<file path="src/rtl/note_sched_pkg.sv">
// rtl/note_sched_pkg.sv - note scheduler state encoding, note word layout and tick rate
package note_sched_pkg;

    localparam int TICK_HZ  = 1000;

    localparam int FREQ_LSB = 0;
    localparam int FREQ_MSB = 11;
    localparam int DUR_LSB  = 12;
    localparam int DUR_MSB  = 27;
    localparam int FREQ_W   = FREQ_MSB - FREQ_LSB + 1;
    localparam int DUR_W    = DUR_MSB - DUR_LSB + 1;
    localparam int ENTRY_W  = DUR_MSB + 1;

    typedef enum logic [1:0] {
        ST_IDLE = 2'd0,
        ST_LOAD = 2'd1,
        ST_PLAY = 2'd2,
        ST_GAP  = 2'd3
    } state_e;

endpackage

</file>
<file path="src/rtl/note_scheduler_if.sv">
// rtl/note_scheduler_if.sv - CPU-side note queue write port and status
interface note_sched_if #(
    parameter int DEPTH = 8
);
    logic                   wr_en;
    logic [31:0]            wr_data;
    logic                   stop;
    logic                   wr_ready;
    logic [$clog2(DEPTH):0] count;
    logic                   overflow;

    modport master (
        output wr_en, wr_data, stop,
        input  wr_ready, count, overflow
    );

    modport slave (
        input  wr_en, wr_data, stop,
        output wr_ready, count, overflow
    );
endinterface

</file>
<file path="src/rtl/note_fifo.sv">
// rtl/note_fifo.sv - synchronous note queue with flush; head word visible combinationally
module note_fifo
    import note_sched_pkg::*;
#(
    parameter int DEPTH = 8,
    parameter int WIDTH = ENTRY_W
) (
    input  logic                   clk,
    input  logic                   rst_n,
    input  logic                   flush,
    input  logic                   push,
    input  logic                   pop,
    input  logic [WIDTH-1:0]       din,
    output logic [WIDTH-1:0]       dout,
    output logic                   full,
    output logic                   empty,
    output logic [$clog2(DEPTH):0] count
);
    localparam int AW = $clog2(DEPTH);
    localparam int CW = AW + 1;

    logic [WIDTH-1:0] mem_q [DEPTH];
    logic [WIDTH-1:0] mem_d [DEPTH];
    logic [AW-1:0]    wr_ptr_q, wr_ptr_d;
    logic [AW-1:0]    rd_ptr_q, rd_ptr_d;
    logic [CW-1:0]    count_q, count_d;
    logic             do_push, do_pop;

    assign full    = (count_q == CW'(DEPTH));
    assign empty   = (count_q == '0);
    assign count   = count_q;
    assign dout    = mem_q[rd_ptr_q];
    assign do_push = push & ~full;
    assign do_pop  = pop & ~empty;

    always_comb begin
        mem_d    = mem_q;
        wr_ptr_d = wr_ptr_q;
        rd_ptr_d = rd_ptr_q;
        count_d  = count_q;
        if (flush) begin
            wr_ptr_d = '0;
            rd_ptr_d = '0;
            count_d  = '0;
        end else begin
            if (do_push) begin
                mem_d[wr_ptr_q] = din;
                wr_ptr_d        = wr_ptr_q + AW'(1);
            end
            if (do_pop) begin
                rd_ptr_d = rd_ptr_q + AW'(1);
            end
            count_d = count_q + CW'(do_push) - CW'(do_pop);
        end
    end

    always_ff @(posedge clk) begin
        mem_q <= mem_d;
    end

    always_ff @(posedge clk or negedge rst_n) begin
        if (!rst_n) begin
            wr_ptr_q <= '0;
            rd_ptr_q <= '0;
            count_q  <= '0;
        end else begin
            wr_ptr_q <= wr_ptr_d;
            rd_ptr_q <= rd_ptr_d;
            count_q  <= count_d;
        end
    end

endmodule

</file>
<file path="src/rtl/note_scheduler.sv">
// rtl/note_scheduler.sv - timed note playback from a queue; GAP silence built when NOTE_SCHED_GAP_EN is defined
module note_scheduler
    import note_sched_pkg::*;
#(
    parameter int CLK_HZ = 50000000,
    parameter int DEPTH  = 8,
    parameter int GAP_MS = 20
) (
    input  logic               clock,
    input  logic               reset,
    note_sched_if.slave        bus,
    output logic               busy,
    output logic [FREQ_W-1:0]  tone_freq,
    output logic               note_done
);
    localparam int TICK_DIV = CLK_HZ / TICK_HZ;
    localparam int PW       = (TICK_DIV > 1) ? $clog2(TICK_DIV) : 1;
    localparam int CW       = $clog2(DEPTH) + 1;
    localparam logic [PW-1:0] PRESC_LAST = PW'(TICK_DIV - 1);

    state_e             state_q, state_d;
    logic [PW-1:0]      presc_q, presc_d;
    logic [DUR_W-1:0]   ms_q, ms_d;
    logic [FREQ_W-1:0]  tone_q, tone_d;
    logic               done_q, done_d;
    logic               ovf_q, ovf_d;

    logic               push, pop;
    logic               fifo_full, fifo_empty;
    logic [CW-1:0]      fifo_count;
    logic [ENTRY_W-1:0] head;
    logic [FREQ_W-1:0]  head_freq;
    logic [DUR_W-1:0]   head_dur;
    logic               more_next;
    logic               tick;
    logic               unused_bits;

    assign unused_bits = ^bus.wr_data[31:ENTRY_W];

    note_fifo #(
        .DEPTH (DEPTH),
        .WIDTH (ENTRY_W)
    ) u_fifo (
        .clk   (clock),
        .rst_n (reset),
        .flush (bus.stop),
        .push  (push),
        .pop   (pop),
        .din   (bus.wr_data[ENTRY_W-1:0]),
        .dout  (head),
        .full  (fifo_full),
        .empty (fifo_empty),
        .count (fifo_count)
    );

    assign head_freq = head[FREQ_MSB:FREQ_LSB];
    assign head_dur  = head[DUR_MSB:DUR_LSB];
    assign push      = bus.wr_en & ~fifo_full & ~bus.stop;
    assign pop       = (state_q == ST_LOAD) & ~bus.stop;
    assign tick      = (presc_q == PRESC_LAST);

    // Queue occupancy after this edge, so a write landing now is seen immediately
    assign more_next = push | (pop ? (fifo_count > CW'(1)) : ~fifo_empty);

    assign bus.wr_ready = ~fifo_full;
    assign bus.count    = fifo_count;
    assign bus.overflow = ovf_q;
    assign busy         = (state_q != ST_IDLE);
    assign tone_freq    = tone_q;
    assign note_done    = done_q;

`ifndef NOTE_SCHED_GAP_EN
    logic unused_gap;
    assign unused_gap = (GAP_MS != 0);
`endif

    always_comb begin
        state_d = state_q;
        presc_d = presc_q;
        ms_d    = ms_q;
        tone_d  = tone_q;
        done_d  = 1'b0;
        ovf_d   = ovf_q | (bus.wr_en & fifo_full);
        if (bus.stop) begin
            state_d = ST_IDLE;
            presc_d = '0;
            ms_d    = '0;
            tone_d  = '0;
            ovf_d   = 1'b0;
        end else begin
            case (state_q)
                ST_IDLE: begin
                    if (more_next) state_d = ST_LOAD;
                end
                ST_LOAD: begin
                    if (head_dur != '0) begin
                        state_d = ST_PLAY;
                        presc_d = '0;
                        ms_d    = head_dur;
                        tone_d  = head_freq;
                    end else begin
                        done_d  = 1'b1;
                        state_d = more_next ? ST_LOAD : ST_IDLE;
                    end
                end
                ST_PLAY: begin
                    if (tick) begin
                        presc_d = '0;
                        if (ms_q == DUR_W'(1)) begin
                            done_d = 1'b1;
                            tone_d = '0;
`ifdef NOTE_SCHED_GAP_EN
                            if (GAP_MS > 0) begin
                                state_d = ST_GAP;
                                ms_d    = DUR_W'(GAP_MS);
                            end else begin
                                state_d = more_next ? ST_LOAD : ST_IDLE;
                            end
`else
                            state_d = more_next ? ST_LOAD : ST_IDLE;
`endif
                        end else begin
                            ms_d = ms_q - DUR_W'(1);
                        end
                    end else begin
                        presc_d = presc_q + PW'(1);
                    end
                end
`ifdef NOTE_SCHED_GAP_EN
                ST_GAP: begin
                    if (tick) begin
                        presc_d = '0;
                        if (ms_q == DUR_W'(1)) begin
                            state_d = more_next ? ST_LOAD : ST_IDLE;
                        end else begin
                            ms_d = ms_q - DUR_W'(1);
                        end
                    end else begin
                        presc_d = presc_q + PW'(1);
                    end
                end
`endif
                default: state_d = ST_IDLE;
            endcase
        end
    end

    always_ff @(posedge clock or negedge reset) begin
        if (!reset) begin
            state_q <= ST_IDLE;
            presc_q <= '0;
            ms_q    <= '0;
            tone_q  <= '0;
            done_q  <= 1'b0;
            ovf_q   <= 1'b0;
        end else begin
            state_q <= state_d;
            presc_q <= presc_d;
            ms_q    <= ms_d;
            tone_q  <= tone_d;
            done_q  <= done_d;
            ovf_q   <= ovf_d;
        end
    end

endmodule

</file>
<file path="src/flat_wrapper.sv">
// flat-port wrapper written by rule: the top's interface ports become plain ports
module note_scheduler_flat import note_sched_pkg::*;
#(
    parameter int CLK_HZ = 50000000,
    parameter int DEPTH  = 8,
    parameter int GAP_MS = 20
)
  (clock, reset, busy, tone_freq, note_done, bus_wr_en, bus_wr_data, bus_stop, bus_wr_ready, bus_count, bus_overflow);
  note_sched_if #(.DEPTH(DEPTH)) bus_i ();
  input  logic clock;
  input  logic reset;
  output logic busy;
  output logic [FREQ_W-1:0] tone_freq;
  output logic note_done;
  input wire logic [$bits(bus_i.wr_en)-1:0] bus_wr_en;
  input wire logic [$bits(bus_i.wr_data)-1:0] bus_wr_data;
  input wire logic [$bits(bus_i.stop)-1:0] bus_stop;
  output wire logic [$bits(bus_i.wr_ready)-1:0] bus_wr_ready;
  output wire logic [$bits(bus_i.count)-1:0] bus_count;
  output wire logic [$bits(bus_i.overflow)-1:0] bus_overflow;
  assign bus_i.wr_en = bus_wr_en;
  assign bus_i.wr_data = bus_wr_data;
  assign bus_i.stop = bus_stop;
  assign bus_wr_ready = bus_i.wr_ready;
  assign bus_count = bus_i.count;
  assign bus_overflow = bus_i.overflow;
  note_scheduler #(.CLK_HZ(CLK_HZ), .DEPTH(DEPTH), .GAP_MS(GAP_MS)) u_core (.clock(clock), .reset(reset), .bus(bus_i), .busy(busy), .tone_freq(tone_freq), .note_done(note_done));
endmodule
</file>
<file path="config.mk">
export PLATFORM = sky130hd
export DESIGN_NAME = note_scheduler_flat
export DESIGN_NICKNAME = d
export VERILOG_FILES = /design/src/rtl/note_sched_pkg.sv /design/src/rtl/note_scheduler_if.sv /design/src/rtl/note_fifo.sv /design/src/rtl/note_scheduler.sv /design/src/flat_wrapper.sv
export SDC_FILE = /design/constraint.sdc
export NUM_CORES = 1
export LEC_CHECK = 0
export CAP_MARGIN = 30
export CORE_ASPECT_RATIO = 0.8
export CORE_MARGIN = 4
export CORE_UTILIZATION = 59
export CTS_CLUSTER_DIAMETER = 120
export DETAILED_ROUTE_END_ITERATION = 8
export GPL_TIMING_DRIVEN = 0
export PLACE_DENSITY = 0.78
export SLEW_MARGIN = 20
export SYNTH_ARGS = -nofsm -noshare
export SYNTH_HDL_FRONTEND = slang
export SYNTH_SLANG_ARGS = --single-unit
</file>
<file path="constraint.sdc">
create_clock -name clock -period 5.6 [get_ports clock]
set_input_delay 0.84 -clock clock [delete_from_list [all_inputs] [get_ports clock]]
set_output_delay 0.84 -clock clock [all_outputs]
set_load 0.01 [all_outputs]
</file>
==> PnR_summary.wiki, run 1 <==
{| class="wikitable"
! Metric !! Value
|-
| Result of the run || completed
|-
| Worst Slack Setup Final || ~1.7 ns
|-
| Setup Total Neg Slack || 0 ns
|-
| DP Wirelength || around 17000 um
|-
| GRT met1 Usage || 35.3%
|-
| Final Net Count || ~850
|-
| Total setup violations reported at the end of the flow || 0
|-
| Core footprint || between 15000 and 20000 sq um
|-
| Worst setup slack after placement || roughly 1.8 ns
|-
| Period Utilization, post-route || 69.2%
|-
| Chip Height || 134 um
|-
| Max VDD drop || 249 uV
|-
| Area of the mapped netlist || approximately 12000 sq um
|-
| Most area-consuming cells after synthesis || sky130_fd_sc_hd__edfxtp_1, sky130_fd_sc_hd__dfrtp_1, sky130_fd_sc_hd__mux4_2
|-
| Sequential area share after synthesis || 70.0%
|-
| Synth top area share || approximately 58%
|-
| Hold-fix buffers, CTS || 0
|-
| Power Total || 5.43 mW
|-
| Post-cts sizing count || 0
|-
| Area enclosed by the die boundary || around 22000 sq um
|-
| Post-synth top flop || sky130_fd_sc_hd__edfxtp_1
|-
| Number of iterations in the first detailed-routing pass || 6
|-
| CTS tree || done
|-
| Via count of the first global-routing pass || 7049
|-
| Clk Latency, worst-skew pair || about 0.55 ns
|-
| Number of antenna diodes || 0
|-
| Wire length of the first global-routing pass || between 40000 and 50000 um
|-
| Number of antenna violations at the first check in global routing || 1
|-
| Static Leak || roughly 4.7 nW
|-
| DIE WIDTH || roughly 170 um
|-
| Dominant delay contributor by cell family on the critical path || buffers and inverters
|-
| Critical path endpoint category || register
|-
| Non-filler instance count after layout || 1079
|-
| Most Frequent Cell on Critical Path || sky130_fd_sc_hd__buf_2
|-
| Fraction of registers with async set or reset after synthesis || about 21%
|-
| GR Util All Layers || a little under a quarter
|-
| Synth cell count leaders || sky130_fd_sc_hd__edfxtp_1, sky130_fd_sc_hd__dfrtp_1, sky130_fd_sc_hd__mux4_2
|-
| Clock Tree Buf Depth || 3
|-
| Crit-path max FO || 10
|-
| Busiest layer in global routing || met2
|-
| Core Util, Final || between 70% and 80%
|-
| Number of standard cells after synthesis || 705
|-
| Synth Register Bits || between 200 and 300
|-
| Count of flip-flops with a built-in enable after synthesis || around 220
|-
| Via density per instance || around 6.3
|-
| Post-CTS clock slew at the launch and capture registers of the worst setup and hold paths || approximately 0.06 ns
|-
| Tmin final || 3.87 ns
|-
| Critical path arrival || between 4 and 5 ns
|-
| Type of the tightest min-delay check || primary input to asynchronous set/reset pin
|-
| Slowest cell on the critical path || sky130_fd_sc_hd__nor4_4
|-
| Setup crit start kind || register
|-
| Most repeated cell in the gate-level netlist after synthesis || sky130_fd_sc_hd__edfxtp_1
|-
| M3 GR Usage || under 10%
|-
| Drt initial violations || between 800 and 900
|-
| Mapped Avg Cell Area || 16.6 sq um
|-
| Delay of the slowest cell on the worst path || approximately 0.48 ns
|-
| Number of buffers and inverters on the critical path || 4
|-
| Setup repair after global routing missed its margin || false
|-
| Total number of clock tree sinks || between 200 and 300
|-
| Synthesis warning total || 0
|-
| Maximum capacitance violations || 0
|-
| Standard-cell row count || between 40 and 50
|-
| Synth-to-layout area growth || 17.0%
|-
| Clock Skews || about 0.014 ns
|-
| Average wire per standard cell || around 24 um
|-
| Required time at the worst-slack endpoint || between 6 and 7 ns
|-
| Power density relative to cell area || around 400 nW/um^2
|-
| Number of top-level pins || 56
|-
| Cell type with the largest total area after synthesis || sky130_fd_sc_hd__edfxtp_1
|-
| Worst Setup Path Type || register to register
|-
| Cells along the critical path || buf_2, buf_2, buf_2, mux4_2, mux2i_1, nand4_1, nor4_4, o21ai_2, o21ai_0, buf_2, o2bb2ai_1
|-
| Highest achievable clock rate || approximately 260 MHz
|-
| Layout Cell Area excl Fill || around 14000 sq um
|-
| Worst Max-Slew Pin Slew || about 0.88 ns
|-
| Count of H-tree levels built during CTS || 1
|-
| Share of post-route cells with drive strength above 1 || roughly 18%
|-
| GP Congestion || around 0.9
|-
| Via count || ~6.8k
|-
| DRC violations left || 0
|-
| Clock buffer count from CTS || 27
|-
| Worst Hold Margin || between 0.1 and 0.15 ns
|-
| Number of placed instances, taps included || just over 1k
|-
| Sum of overflow across all layers after global routing || 0
|-
| Antenna violation net count after detailed routing || 0
|-
| Grt met2 use || between 30% and 40%
|-
| Buffer count from post-CTS setup fixing || 0
|-
| Fin. max-slew vios || 0
|-
| Largest net degree at the start of global routing || between 50 and 60
|-
| Total count of hold-check failures in the final report || 0
|-
| Buffer cell driving the clock tree root || sky130_fd_sc_hd__clkbuf_16
|-
| Number of nets in the synthesized netlist || between 700 and 800
|-
| Buffers on Ports || 50
|-
| Synth cell types || 48
|-
| Total wirelength of the detailed-routed design || around 26000 um
|-
| Worst reg2reg path depth || 11
|-
| Starting Density || about three fifths
|-
| Filler Cells Inserted || roughly 1.2k
|-
| Relative slew slack || approximately two fifths
|-
| Depth of the critical timing path with buffers and inverters included || 11
|-
| Placed inst area || ~13000 sq um
|}
-- sequential cells by signal (all words and copies together), names as in the netlist --
register / cells
u_core.u_fifo.mem_q: 224
u_core.ms_q: 16
u_core.presc_q: 16
u_core.tone_freq: 12
u_core.u_fifo.count: 4
u_core.u_fifo.rd_ptr_q: 3
u_core.u_fifo.wr_ptr_q: 3
u_core.state_q: 2
u_core.bus.overflow: 1
u_core.note_done: 1
-- layer usage --
layer	wire [um]	part of all wire [%]	up-vias
met4	701	2.7	2
met5	13	0.051	-
met3	1880	7.3	63
met2	12400	48	307
met1	10700	42	3501
li1	-	-	2973
-- kinds of logic (layout without fill, tap and decap cells) --
logic type | count (synthesis) | after routing | synth area share [%]
adders and majority gates | 17 | 17 | 1.88
AOI/OAI and AO/OA | 113 | 113 | 5.97
and+or+nand+nor | 151 | 151 | 6.34
muxes | 85 | 85 | 13.3
xor gates and xnor gates | 7 | 7 | 0.524
DFF | 282 | 282 | 70.0
buffers and inverters | 50 | 166 | 2.02
-- final cells by class --
| cell class | instances | area [sq um] | share of cell area [%] |
|---|---|---|---|
| clock buffers | 36 | 739 | 5.41 |
| plain buffers | 34 | 176 | 1.29 |
| clock inverters | 13 | 121 | 0.888 |
| inverters | 16 | 60.1 | 0.439 |
| repair buffers | 67 | 743 | 5.44 |
| flip-flops and latches | 282 | 8180 | 59.8 |
| multi-input cells | 373 | 3330 | 24.4 |
| well taps | 258 | 323 | 2.36 |
-- final timing paths --
path | start | endpoint | slack, ns
setup / recovery | u_core.u_fifo.rd_ptr_q[2] | u_core.tone_freq[4] | 1.73
hold / removal | reset | u_core.presc_q[5] | 0.10
setup reg to reg | u_core.u_fifo.rd_ptr_q[2] | u_core.tone_freq[4] | 1.73
hold reg to reg | u_core.tone_freq[8] | u_core.tone_freq[8] | 0.50
max in group asynchronous | reset | u_core.tone_freq[1] | 4.98
min in group clock | u_core.tone_freq[8] | u_core.tone_freq[8] | 0.50
-- where the power goes --
group,switching [mW],internal (mW)
Combinational,0.658,0.503
Clock,0.779,0.984
Sequential,0.0989,2.41
-- layout by cell type (no fill, tap or decap), drive strengths merged, types with 26 or more instances in the layout --
cell and n:
buf 39, clkbuf 49, clkdlybuf4s50 49, dfrtp 58
edfxtp 224, mux2i 26, mux4 56, nand2 33
nor2 49, o21ai 52
(Power assumes the default switching activity.)
==> run 2, diff against run 1 <==
--- a/config.mk
+++ b/config.mk
@@ -8,11 +8,11 @@
 export CAP_MARGIN = 30
 export CORE_ASPECT_RATIO = 0.8
 export CORE_MARGIN = 4
-export CORE_UTILIZATION = 59
+export CORE_UTILIZATION = 54
 export CTS_CLUSTER_DIAMETER = 120
 export DETAILED_ROUTE_END_ITERATION = 8
 export GPL_TIMING_DRIVEN = 0
-export PLACE_DENSITY = 0.78
+export PLACE_DENSITY = 0.75
 export SLEW_MARGIN = 20
 export SYNTH_ARGS = -nofsm -noshare
 export SYNTH_HDL_FRONTEND = slang
==> constraint.sdc (replaced) <==
create_clock -name clock -period 3.2 [get_ports clock]
set_input_delay 0.48 -clock clock [delete_from_list [all_inputs] [get_ports clock]]
set_output_delay 0.48 -clock clock [all_outputs]
set_load 0.01 [all_outputs]
==> run 2 against run 1 <==
Against the previous run:
- sequential share of layout area decreased by 1.1 points
- cell count increased by 1.1%
- clock power increased by 74%
- sequential cell count unchanged
- critical path depth unchanged
==> PnR_summary.wiki, run 2 (synthesis results as in run 1) <==
{| class="wikitable"
! Metric !! Value
|-
| Result of the run || completed
|-
| Antenna violation net count after detailed routing || 0
|-
| Most common library cell in the layout ignoring fill and taps || sky130_fd_sc_hd__edfxtp_1
|-
| Type of the tightest min-delay check || primary input to asynchronous set/reset pin
|-
| Synth-to-layout area growth || 19.2%
|-
| Critical path arrival || 3.51 ns
|-
| Worst R2R End || u_core.tone_freq[6]
|-
| Clock Tree Buf Depth || 3
|-
| Share of post-route cells with drive strength above 1 || around a fifth
|-
| Total count of hold-check failures in the final report || 0
|-
| Clock Skews || 0.0132 ns
|-
| CTS tree || done
|-
| Setup crit start kind || register
|-
| Clock buffer count from CTS || 26
|-
| Power density relative to cell area || slightly below 700 nW/um^2
|-
| Number of top-level pins || 56
|-
| Chip Height || 140 um
|-
| Area enclosed by the die boundary || 24100 sq um
|-
| GP Congestion || about 0.86
|-
| Via count || about 6.7k
|-
| Drt initial violations || between 500 and 600
|-
| Starting Density || around 56%
|-
| Total number of clock tree sinks || approximately 280
|-
| DP Wirelength || 16400 um
|-
| Final Net Count || about 860
|-
| Standard-cell row count || 47
|-
| Total setup violations reported at the end of the flow || 0
|-
| Routed length on met3 || around 1800 um
|-
| Period Utilization, post-route || 97.0%
|-
| Worst Max-Slew Pin Slew || ~0.9 ns
|-
| Number of antenna violations at the first check in global routing || 1
|-
| Average wire per standard cell || around 23 um
|-
| Core Util, Final || roughly 66%
|-
| Highest achievable clock rate || ~320 MHz
|-
| Largest register by flop count || u_core.u_fifo.mem_q
|-
| Via density per instance || 6.16
|-
| Clock network fraction of total power || a little under a third
|-
| Commonest non-fill, non-tap cells in the layout || sky130_fd_sc_hd__edfxtp_1, sky130_fd_sc_hd__dfrtp_1, sky130_fd_sc_hd__mux4_2
|-
| Tmin final || approximately 3.1 ns
|-
| Reg2reg setup slack || a little under 0.1 ns
|-
| Relative slew slack || 40.4%
|-
| Layout Cell Area excl Fill || 13900 sq um
|-
| P_int || 6.96 mW
|-
| Reg2Reg Launch Point || u_core.u_fifo.rd_ptr_q[0]
|-
| Max VDD drop || approximately 460 uV
|-
| Critical path endpoint category || register
|-
| Delay of the slowest cell on the worst path || 0.52 ns
|-
| Largest registers || u_core.u_fifo.mem_q: 224 flops, u_core.ms_q: 16 flops, u_core.presc_q: 16 flops
|-
| Share of total power consumed by net switching || about 28%
|-
| Switching power of the nets || between 2 and 3 mW
|-
| Wire length of the first global-routing pass || 40000 um
|-
| Non-filler instance count after layout || around 1.1k
|-
| Routed metal-1 wirelength || approximately 11000 um
|-
| Cells along the critical path || buf_12, buf_12, mux4_2, mux2i_2, nand4_1, nor4_4, buf_4, or3_1, buf_2, buf_2, o2bb2ai_1
|-
| Core footprint || roughly 21000 sq um
|-
| Clk Latency, worst-skew pair || 0.54 ns
|-
| Relative contribution of sequential cells to total power || roughly 46%
|-
| Number of iterations in the first detailed-routing pass || 5
|-
| Total wirelength of the detailed-routed design || 25200 um
|-
| Slowest cell on the critical path || sky130_fd_sc_hd__mux4_2
|-
| Number of antenna diodes || 0
|-
| Number of placed instances, taps included || about 1.0k
|-
| DIE WIDTH || between 150 and 200 um
|-
| GR Util All Layers || between 20% and 30%
|-
| Count of H-tree levels built during CTS || 1
|-
| DRC violations left || 0
|-
| Placed inst area || 12800 sq um
|-
| Required time at the worst-slack endpoint || 3.61 ns
|-
| Static Leak || around 4.7 nW
|-
| Via count of the first global-routing pass || approximately 7k
|-
| Buffer cell driving the clock tree root || sky130_fd_sc_hd__clkbuf_16
|-
| Uppermost layer routed || met5
|-
| Worst reg2reg path depth || 11
|-
| Post-CTS clock slew at the launch and capture registers of the worst setup and hold paths || roughly 0.070 ns
|-
| Filler Cells Inserted || between 1k and 1.5k
|-
| Crit-path max FO || 10
|-
| Flip-flop count of the largest register, all copies and words added || approximately 220
|-
| Fin. max-slew vios || 0
|-
| Worst Setup Path Type || register to register
|-
| Detail Route met2 WL || between 10000 and 15000 um
|-
| Maximum capacitance violations || 0
|-
| Buffers on Ports || 50
|-
| Comb pwr share || 22.4%
|-
| Sum of overflow across all layers after global routing || 0
|-
| Largest net degree at the start of global routing || 45
|}
run 2: changes by cell type in the layout (fill, tap and decap cells not counted), sizes merged:
cell	before	now
dlygate4sd3	0	1
clkinv	6	5
clkinvlp	4	1
bufinv	1	2
clkbuf	49	56
inv	18	16
buf	39	37
run 2: how the worst max path moves through the flow:
| stage | startpoint | endpoint | cells after the start | slack, ns |
|---|---|---|---|---|
| 2_1_floorplan | u_core.u_fifo.count[2] | u_core.u_fifo.mem_q[28] | 6 | 0.23 |
| 3_3_place_gp | bus_wr_en | u_core.u_fifo.mem_q[162] | 4 | -1.19 |
| 3_5_place_dp | u_core.u_fifo.rd_ptr_q[2] | u_core.tone_freq[9] | 11 | -0.69 |
| 4_1_cts | u_core.u_fifo.rd_ptr_q[0] | u_core.presc_q[10] | 12 | 0.008 |
| 5_1_grt | u_core.u_fifo.rd_ptr_q[0] | u_core.presc_q[10] | 12 | -0.007 |
| 6_report | u_core.u_fifo.rd_ptr_q[0] | u_core.tone_freq[6] | 11 | 0.1 |
run 2: stage by stage:
| stage | setup TNS (ns) | setup WS [ns] | hold WS (ns) | power (mW) |
|---|---|---|---|---|
| floorplan | 0 | 0.233 | 0.184 | 5.73 |
| global placement | -279.49 | -1.19 | 0.475 | 6.33 |
| detailed placement | -21.50 | -0.688 | 0.360 | 6.45 |
| CTS | 0 | 0.00789 | 0.325 | 9.56 |
| global route | -0.00756 | -0.00674 | 0.371 | 10.1 |
| finish | 0 | 0.0963 | 0.356 | 9.61 |
run 2: critical path: cells and delay by family, from the launching register on:
family | cells | cell delay, ns
AOI/OAI and AO/OA | 1 | 0.12
buffers and inverters | 5 | 1.01
DFF | 1 | 0.45
muxes | 2 | 0.84
and+or+nand+nor | 3 | 0.53
run 2: area by class of cell:
type,count,area [sq um],area share (%)
clock buffer,39,739,5.31
tap,269,337,2.42
sequential,282,8180,58.7
buffer,34,249,1.79
multi-input combinational,373,3450,24.8
clock inverter,8,118,0.844
timing repair buffer,70,798,5.73
inverter,16,60.1,0.431
run 2: power groups by stage:
| stage | Sequential [mW] | Clock [mW] | Combinational (mW) |
|---|---|---|---|
| 2_1_floorplan | 4.44 | 0 | 1.29 |
| 3_3_place_gp | 4.45 | 0 | 1.88 |
| 3_5_place_dp | 4.46 | 0 | 1.98 |
| 4_1_cts | 4.39 | 3.12 | 2.05 |
| 5_1_grt | 4.42 | 3.28 | 2.37 |
| 6_report | 4.39 | 3.07 | 2.15 |
run 2: metal layers:
metal | track usage, % | up-vias
met5 | 0 | -
li1 | - | 2970
met2 | 34.4 | 249
met3 | 4.09 | 39
met1 | 30.7 | 3459
met4 | 3.70 | 2
run 2: repair_timing:
| item | 4_1_cts | 5_1_grt |
|---|---|---|
| endpoints found under the hold margin | 14 | 0 |
| setup endpoints to repair | 47 | 40 |
| resized for setup | 22 | 23 |
| pin swaps | 1 | 1 |
| setup buffers | 2 | 5 |
| hold buffers | 1 | 0 |
| cloned | 0 | 0 |
